`src/rtl/beta_cmp_seq_if.sv`:
```
// Request/response handshake bundle for the sequential compare unit.
// The requester uses the master modport, the compare unit uses slave.
interface beta_cmp_seq_if #(
    parameter int WIDTH = 32
);
    logic             in_valid;
    logic             in_ready;
    logic [2:0]       op;
    logic [WIDTH-1:0] a;
    logic [WIDTH-1:0] b;
    logic             out_valid;
    logic             out_ready;
    logic [WIDTH-1:0] y;
    logic             busy;

    modport master (
        output in_valid, op, a, b, out_ready,
        input  in_ready, out_valid, y, busy
    );

    modport slave (
        input  in_valid, op, a, b, out_ready,
        output in_ready, out_valid, y, busy
    );
endinterface

```
`src/rtl/beta_cmp_seq.sv`:
```
// Sequential Beta compare unit: MSB-first slice scan with early exit,
// signed/unsigned compares and valid/ready handshakes on both sides.
module beta_cmp_seq #(
    parameter int WIDTH = 32,
    parameter int SLICE = 8
) (
    input  logic clk,
    input  logic reset,
    beta_cmp_seq_if.slave bus
);
    localparam int N  = WIDTH / SLICE;
    localparam int IW = (N > 1) ? $clog2(N) : 1;
    localparam logic [IW-1:0] TOP = IW'(N - 1);

    localparam logic [2:0] OP_EQ  = 3'b000;
    localparam logic [2:0] OP_LT  = 3'b001;
    localparam logic [2:0] OP_LE  = 3'b010;
    localparam logic [2:0] OP_LTU = 3'b100;
    localparam logic [2:0] OP_LEU = 3'b101;

    if (WIDTH % SLICE != 0) begin : g_bad_slice
        $error("beta_cmp_seq: SLICE must divide WIDTH");
    end

    typedef enum logic [1:0] {
        IDLE,
        SCAN,
        DONE
    } state_t;

    state_t           state_q, state_d;
    logic [WIDTH-1:0] a_q, a_d;
    logic [WIDTH-1:0] b_q, b_d;
    logic [2:0]       op_q, op_d;
    logic [IW-1:0]    idx_q, idx_d;
    logic             res_q, res_d;

    logic [SLICE-1:0] sa, sb;
    logic             slice_lt, slice_eq;

    function automatic logic op_valid(input logic [2:0] o);
        return (o == OP_EQ) || (o == OP_LT) || (o == OP_LE) ||
               (o == OP_LTU) || (o == OP_LEU);
    endfunction

    function automatic logic op_signed(input logic [2:0] o);
        return (o == OP_LT) || (o == OP_LE);
    endfunction

    function automatic logic pick(input logic [2:0] o,
                                  input logic lt, input logic eq);
        logic r;
        case (o)
            OP_EQ:          r = eq;
            OP_LT, OP_LTU:  r = lt;
            OP_LE, OP_LEU:  r = lt | eq;
            default:        r = 1'b0;
        endcase
        return r;
    endfunction

    // Signed order of the top slice equals unsigned order with MSB flipped.
    always_comb begin
        sa = SLICE'(a_q >> (32'(idx_q) * SLICE));
        sb = SLICE'(b_q >> (32'(idx_q) * SLICE));
        if (op_signed(op_q) && (idx_q == TOP)) begin
            sa[SLICE-1] = ~sa[SLICE-1];
            sb[SLICE-1] = ~sb[SLICE-1];
        end
        slice_lt = (sa < sb);
        slice_eq = (sa == sb);
    end

    always_comb begin
        state_d = state_q;
        a_d     = a_q;
        b_d     = b_q;
        op_d    = op_q;
        idx_d   = idx_q;
        res_d   = res_q;
        case (state_q)
            IDLE: begin
                if (bus.in_valid) begin
                    a_d     = bus.a;
                    b_d     = bus.b;
                    op_d    = bus.op;
                    idx_d   = TOP;
                    state_d = SCAN;
                end
            end
            SCAN: begin
                // reserved ops take one pass here so k=1 holds for them too
                if (!op_valid(op_q)) begin
                    res_d   = 1'b0;
                    state_d = DONE;
                end else if (!slice_eq) begin
                    res_d   = pick(op_q, slice_lt, 1'b0);
                    state_d = DONE;
                end else if (idx_q == '0) begin
                    res_d   = pick(op_q, 1'b0, 1'b1);
                    state_d = DONE;
                end else begin
                    idx_d = idx_q - 1'b1;
                end
            end
            DONE: begin
                if (bus.out_ready) state_d = IDLE;
            end
            default: state_d = IDLE;
        endcase
    end

    always_ff @(posedge clk) begin
        if (reset) begin
            state_q <= IDLE;
            a_q     <= '0;
            b_q     <= '0;
            op_q    <= '0;
            idx_q   <= '0;
            res_q   <= 1'b0;
        end else begin
            state_q <= state_d;
            a_q     <= a_d;
            b_q     <= b_d;
            op_q    <= op_d;
            idx_q   <= idx_d;
            res_q   <= res_d;
        end
    end

    assign bus.in_ready  = (state_q == IDLE);
    assign bus.out_valid = (state_q == DONE);
    assign bus.busy      = (state_q != IDLE);
    assign bus.y         = {{(WIDTH-1){1'b0}}, res_q};
endmodule
```
`src/flat_wrapper.sv`:
```
// flat-port wrapper written by rule: the top's interface ports become plain ports
module beta_cmp_seq_flat 
#(
    parameter int WIDTH = 32,
    parameter int SLICE = 8
)
  (clk, reset, bus_in_valid, bus_op, bus_a, bus_b, bus_out_ready, bus_in_ready, bus_out_valid, bus_y, bus_busy);
  beta_cmp_seq_if #(.WIDTH(WIDTH)) bus_i ();
  input  logic clk;
  input  logic reset;
  input wire logic [$bits(bus_i.in_valid)-1:0] bus_in_valid;
  input wire logic [$bits(bus_i.op)-1:0] bus_op;
  input wire logic [$bits(bus_i.a)-1:0] bus_a;
  input wire logic [$bits(bus_i.b)-1:0] bus_b;
  input wire logic [$bits(bus_i.out_ready)-1:0] bus_out_ready;
  output wire logic [$bits(bus_i.in_ready)-1:0] bus_in_ready;
  output wire logic [$bits(bus_i.out_valid)-1:0] bus_out_valid;
  output wire logic [$bits(bus_i.y)-1:0] bus_y;
  output wire logic [$bits(bus_i.busy)-1:0] bus_busy;
  assign bus_i.in_valid = bus_in_valid;
  assign bus_i.op = bus_op;
  assign bus_i.a = bus_a;
  assign bus_i.b = bus_b;
  assign bus_i.out_ready = bus_out_ready;
  assign bus_in_ready = bus_i.in_ready;
  assign bus_out_valid = bus_i.out_valid;
  assign bus_y = bus_i.y;
  assign bus_busy = bus_i.busy;
  beta_cmp_seq #(.WIDTH(WIDTH), .SLICE(SLICE)) u_core (.clk(clk), .reset(reset), .bus(bus_i));
endmodule
```
`config.mk`:
```
export PLATFORM = sky130hd
export DESIGN_NAME = beta_cmp_seq_flat
export DESIGN_NICKNAME = d
export VERILOG_FILES = /design/src/rtl/beta_cmp_seq_if.sv /design/src/rtl/beta_cmp_seq.sv /design/src/flat_wrapper.sv
export SDC_FILE = /design/constraint.sdc
export NUM_CORES = 1
export LEC_CHECK = 0
export ABC_AREA = 0
export BUFFER_PORTS_ARGS = -buffer_cell sky130_fd_sc_hd__buf_4
export CORE_MARGIN = 3
export CORE_UTILIZATION = 40
export DETAILED_ROUTE_END_ITERATION = 8
export PLACE_DENSITY_LB_ADDON = 0.2
export SLEW_MARGIN = 30
export SYNTH_ARGS = -nofsm -noshare
export SYNTH_HDL_FRONTEND = slang
export SYNTH_SLANG_ARGS = --single-unit
```
`constraint.sdc`:
```
create_clock -name clk -period 2.85 [get_ports clk]
set_input_delay 0.285 -clock clk [delete_from_list [all_inputs] [get_ports clk]]
set_output_delay 0.285 -clock clk [all_outputs]
set_load 0.03 [all_outputs]
```
==> summary.txt <==
LOGIC SYNTHESIS
---------------------------------------------------------------------------------
Synth area leader .................................................. sky130_fd_sc_hd__dfxtp_1
Most used standard cell by instance count after synthesis .......... sky130_fd_sc_hd__nand2_1
Mean area per synthesized cell .....................................     9.05 um2
Area share of the leading cell type in the synthesized netlist .....        38.8%
Synth cell count leaders ........................................... sky130_fd_sc_hd__nand2_1, sky130_fd_sc_hd__dfxtp_1, sky130_fd_sc_hd__a21oi_1, sky130_fd_sc_hd__buf_4, sky130_fd_sc_hd__a21oi_2
Top area cells in the synthesized netlist .......................... sky130_fd_sc_hd__dfxtp_1, sky130_fd_sc_hd__nand2_1, sky130_fd_sc_hd__mux4_2, sky130_fd_sc_hd__a21oi_2, sky130_fd_sc_hd__buf_4
Distinct cell type count of the synthesized netlist ................           37
Number of warnings issued by yosys .................................            0
Fraction of the yosys area taken by sequential cells ...............        38.8%
Flop and latch count out of synthesis ..............................           72
Number of flops mapped to enable cells by yosys ....................            0
Top FF cell, synth ................................................. sky130_fd_sc_hd__dfxtp_1
Gate count after technology mapping ................................          410
Fraction of registers with async set or reset after synthesis ......           0%
Summed instance area of the synthesized netlist ....................     3710 um2

CTS
---------------------------------------------------------------------------------
Post_cts resized ...................................................            0
H-tree depth reported by CTS .......................................            3
Number of buffers inserted by hold repair at cts ...................            0
Number of clock sinks ..............................................           72
Root Buffer ........................................................ sky130_fd_sc_hd__clkbuf_8
Buffers inserted during post-CTS setup optimization ................            0
Later-pin clock latency in the skew report .........................      0.34 ns
Total CTS buffers ..................................................            9
Register clock-pin slew on the reported worst setup and hold paths .      0.08 ns
CTS tree ...........................................................         done
Worst-case clock buffer depth ......................................            2

DIE
---------------------------------------------------------------------------------
Starting utilization of the core area ..............................        41.9%
Core Area ..........................................................     8850 um2
Die span in x ......................................................       102 um
Die height .........................................................       102 um
Rows ...............................................................           34
Die Area ...........................................................    10500 um2
Top-level port count ...............................................          106

STA
---------------------------------------------------------------------------------
Slew Viols, Final ..................................................            0
Sum Neg Setup Slack ................................................         0 ns
Count of endpoints failing setup in the final report ...............            0
Setup repair after global routing missed its margin ................        false
Period Utilization, post-route .....................................        87.9%
Slew margin rel. ...................................................        54.9%
Highest achievable clock rate ......................................    0.399 GHz
Count of endpoints failing hold in the final timing report .........            0
Transition at the pin with the smallest max-transition slack .......     0.676 ns
Setup Skew .........................................................    0.0101 ns
Worst-case setup margin in the final layout ........................     0.345 ns
Clock period minus worst slack .....................................      2.50 ns

WORST SETUP PATH
---------------------------------------------------------------------------------
Highest fanout seen on the critical path ...........................            8
Required @ worst endpoint ..........................................      3.08 ns
Critical path buffers and inverters ................................            1
Cell Chain, Critical Path .......................................... buf_4 > mux4_2 > xor2_1 > ha_1 > nand4_1 > nor3_2 > a21oi_2 > mux2_4
CP endpoint kind ...................................................    flip-flop
Highest cell delay on the worst timing path ........................      0.53 ns
Critical path's slowest cell ....................................... sky130_fd_sc_hd__mux4_2
Flop2flop setup slack ..............................................      0.35 ns
Startpoint types ...................................................    flip-flop
Worst Path Class, Setup ............................................   reg -> reg
Gate family responsible for the most delay along the worst path .... multiplexers
Data arrival time of the worst path ................................      2.74 ns

PLACEMENT
---------------------------------------------------------------------------------
Routability Congestion .............................................        0.868
Post-detailed-placement half-perimeter wirelength ..................      5.66 mm
Standard cell area after detailed placement ........................     4150 um2
Port bufs ..........................................................           74
Post-Place Setup Slack .............................................     0.338 ns

FINAL LAYOUT
---------------------------------------------------------------------------------
Antenna cells ......................................................            0
Fraction of layout instances using a drive strength above 1 ........        37.9%
Design area ........................................................     4410 um2
Final net count ....................................................          554
Area growth syn-to-layout ..........................................        18.8%

POWER
---------------------------------------------------------------------------------
Peak ir drop on the vdd network ....................................       287 uV
Power density of the placed cells ..................................   626 nW/um2
Static Leak ........................................................   0.00180 uW

GLOBAL ROUTING
---------------------------------------------------------------------------------
Largest net degree at the start of global routing ..................           55
Overall fraction of global-route tracks in use .....................        15.0%
Overflow left after global routing .................................            0
Initial antenna violation count ....................................            0
First-pass GRT wire length .........................................      12.1 mm
Vias in the first global route .....................................         2553

ROUTE
---------------------------------------------------------------------------------
Remaining antenna violation count after routing ....................            0
Number of detailed-routing iterations run before antenna repair ....            4
Initial detailed-routing violation count ...........................           89
Routed metal-1 wirelength ..........................................      3.30 mm
Highest metal layer used by the detailed router ....................         met4
Routed length per placed instance ..................................      12.9 um
Detail Route met2 WL ...............................................      3.72 mm
Vias post-DR .......................................................         2780
Met3 WL post-DR ....................................................       485 um
Sum of routed wire length over all layers ..........................      7.56 mm
DRC violation count after routing ..................................            0
Average vias per placed instance ...................................         4.74

FLOW RUN
---------------------------------------------------------------------------------
Number of maximum-capacitance constraint violations ................            0

RUN STATUS
---------------------------------------------------------------------------------
Status ............................................................. complete, no violations

WORST HOLD PATH
---------------------------------------------------------------------------------
Path class of the lowest-slack min-delay path ......................    in -> reg

==> per-stage QoR <==
| stage | std cells | hold WS, ns | util [%] | total power, uW |
|---|---|---|---|---|
| after floorplan | 440 | 0.412 | - | 1630 |
| after global placement | 570 | 0.446 | 46.9 | 1730 |
| after detailed placement | 570 | 0.449 | 46.9 | 1740 |
| after CTS | 586 | 0.163 | 49.8 | 2790 |
| after global routing | 586 | 0.161 | 49.8 | 2910 |
| final | 586 | 0.177 | 49.8 | 2760 |
==> final cells by class <==
class,count,area [um2]
timing repair buffer,81,621
sequential,72,1440
multi-input combinational,298,1910
tap,108,135
fill,834,4440
inverter,11,41.3
clock inverter,5,129
clock buffer,11,131
==> sequential cells by signal, summed over array words and instances (netlist names) <==
signal / count
u_core.a_q: 32
u_core.b_q: 32
u_core.op_q: 3
u_core.idx_q: 2
u_core.state_q: 2
u_core.res_q: 1
==> report_power, final <==
| part | switching, uW | internal, uW |
|---|---|---|
| clock | 373 | 673 |
| sequential | 42.8 | 1080 |
| combinational | 337 | 257 |
| total | 752 | 2010 |
==> logic make-up after synthesis <==
group                    share of synthesized area [%]
AND/OR/NAND/NOR                                   18.8
other                                            0.101
AO/OA/AOI/OAI                                     15.0
multiplexers                                      10.1
XOR/XNOR                                         0.944
buffers and inverters                             12.8
adder cells (fa/ha/maj)                           3.37
flip-flops                                        38.8
==> worst min-delay path, cell delays in order <==
cell,delay [ns]
sky130_fd_sc_hd__buf_4,0.11
sky130_fd_sc_hd__nand2_2,0.05
sky130_fd_sc_hd__a21oi_2,0.04
==> layer usage <==
layer / GRT usage [%] / vias to the layer above
met5: 0 / -
met3: 4.16 / 6
met2: 23.8 / 77
met4: 4.54 / 0
li1: - / 1418
met1: 19.8 / 1279
==> worst paths after layout <==
path	to	startpoint	cells past startpoint
worst min register to register	u_core.a_q[27]	u_core.a_q[27]	2
worst min-delay path	u_core.a_q[7]	bus_a[7]	3
worst max-delay path	u_core.idx_q[1]	u_core.idx_q[0]	8
worst max register to register	u_core.idx_q[1]	u_core.idx_q[0]	8
==> cell usage in the layout (no fill, tap or decap), types with 2 or more instances in the layout <==
master and n:
sky130_fd_sc_hd__buf_4 80, sky130_fd_sc_hd__nor2_1 4, sky130_fd_sc_hd__dfxtp_1 72, sky130_fd_sc_hd__bufinv_16 4, sky130_fd_sc_hd__inv_1 11, sky130_fd_sc_hd__clkbuf_1 2, sky130_fd_sc_hd__nand4_1 2, sky130_fd_sc_hd__a21oi_1 41
sky130_fd_sc_hd__nand2b_1 3, sky130_fd_sc_hd__nand2_1 105, sky130_fd_sc_hd__clkbuf_8 9, sky130_fd_sc_hd__a21oi_2 31, sky130_fd_sc_hd__xor2_1 2, sky130_fd_sc_hd__nor2b_1 3, sky130_fd_sc_hd__nand2_2 31, sky130_fd_sc_hd__xnor2_1 2
sky130_fd_sc_hd__o21ai_0 2, sky130_fd_sc_hd__mux4_2 16, sky130_fd_sc_hd__conb_1 31, sky130_fd_sc_hd__ha_1 10
Power figures use the tool's default switching activity.
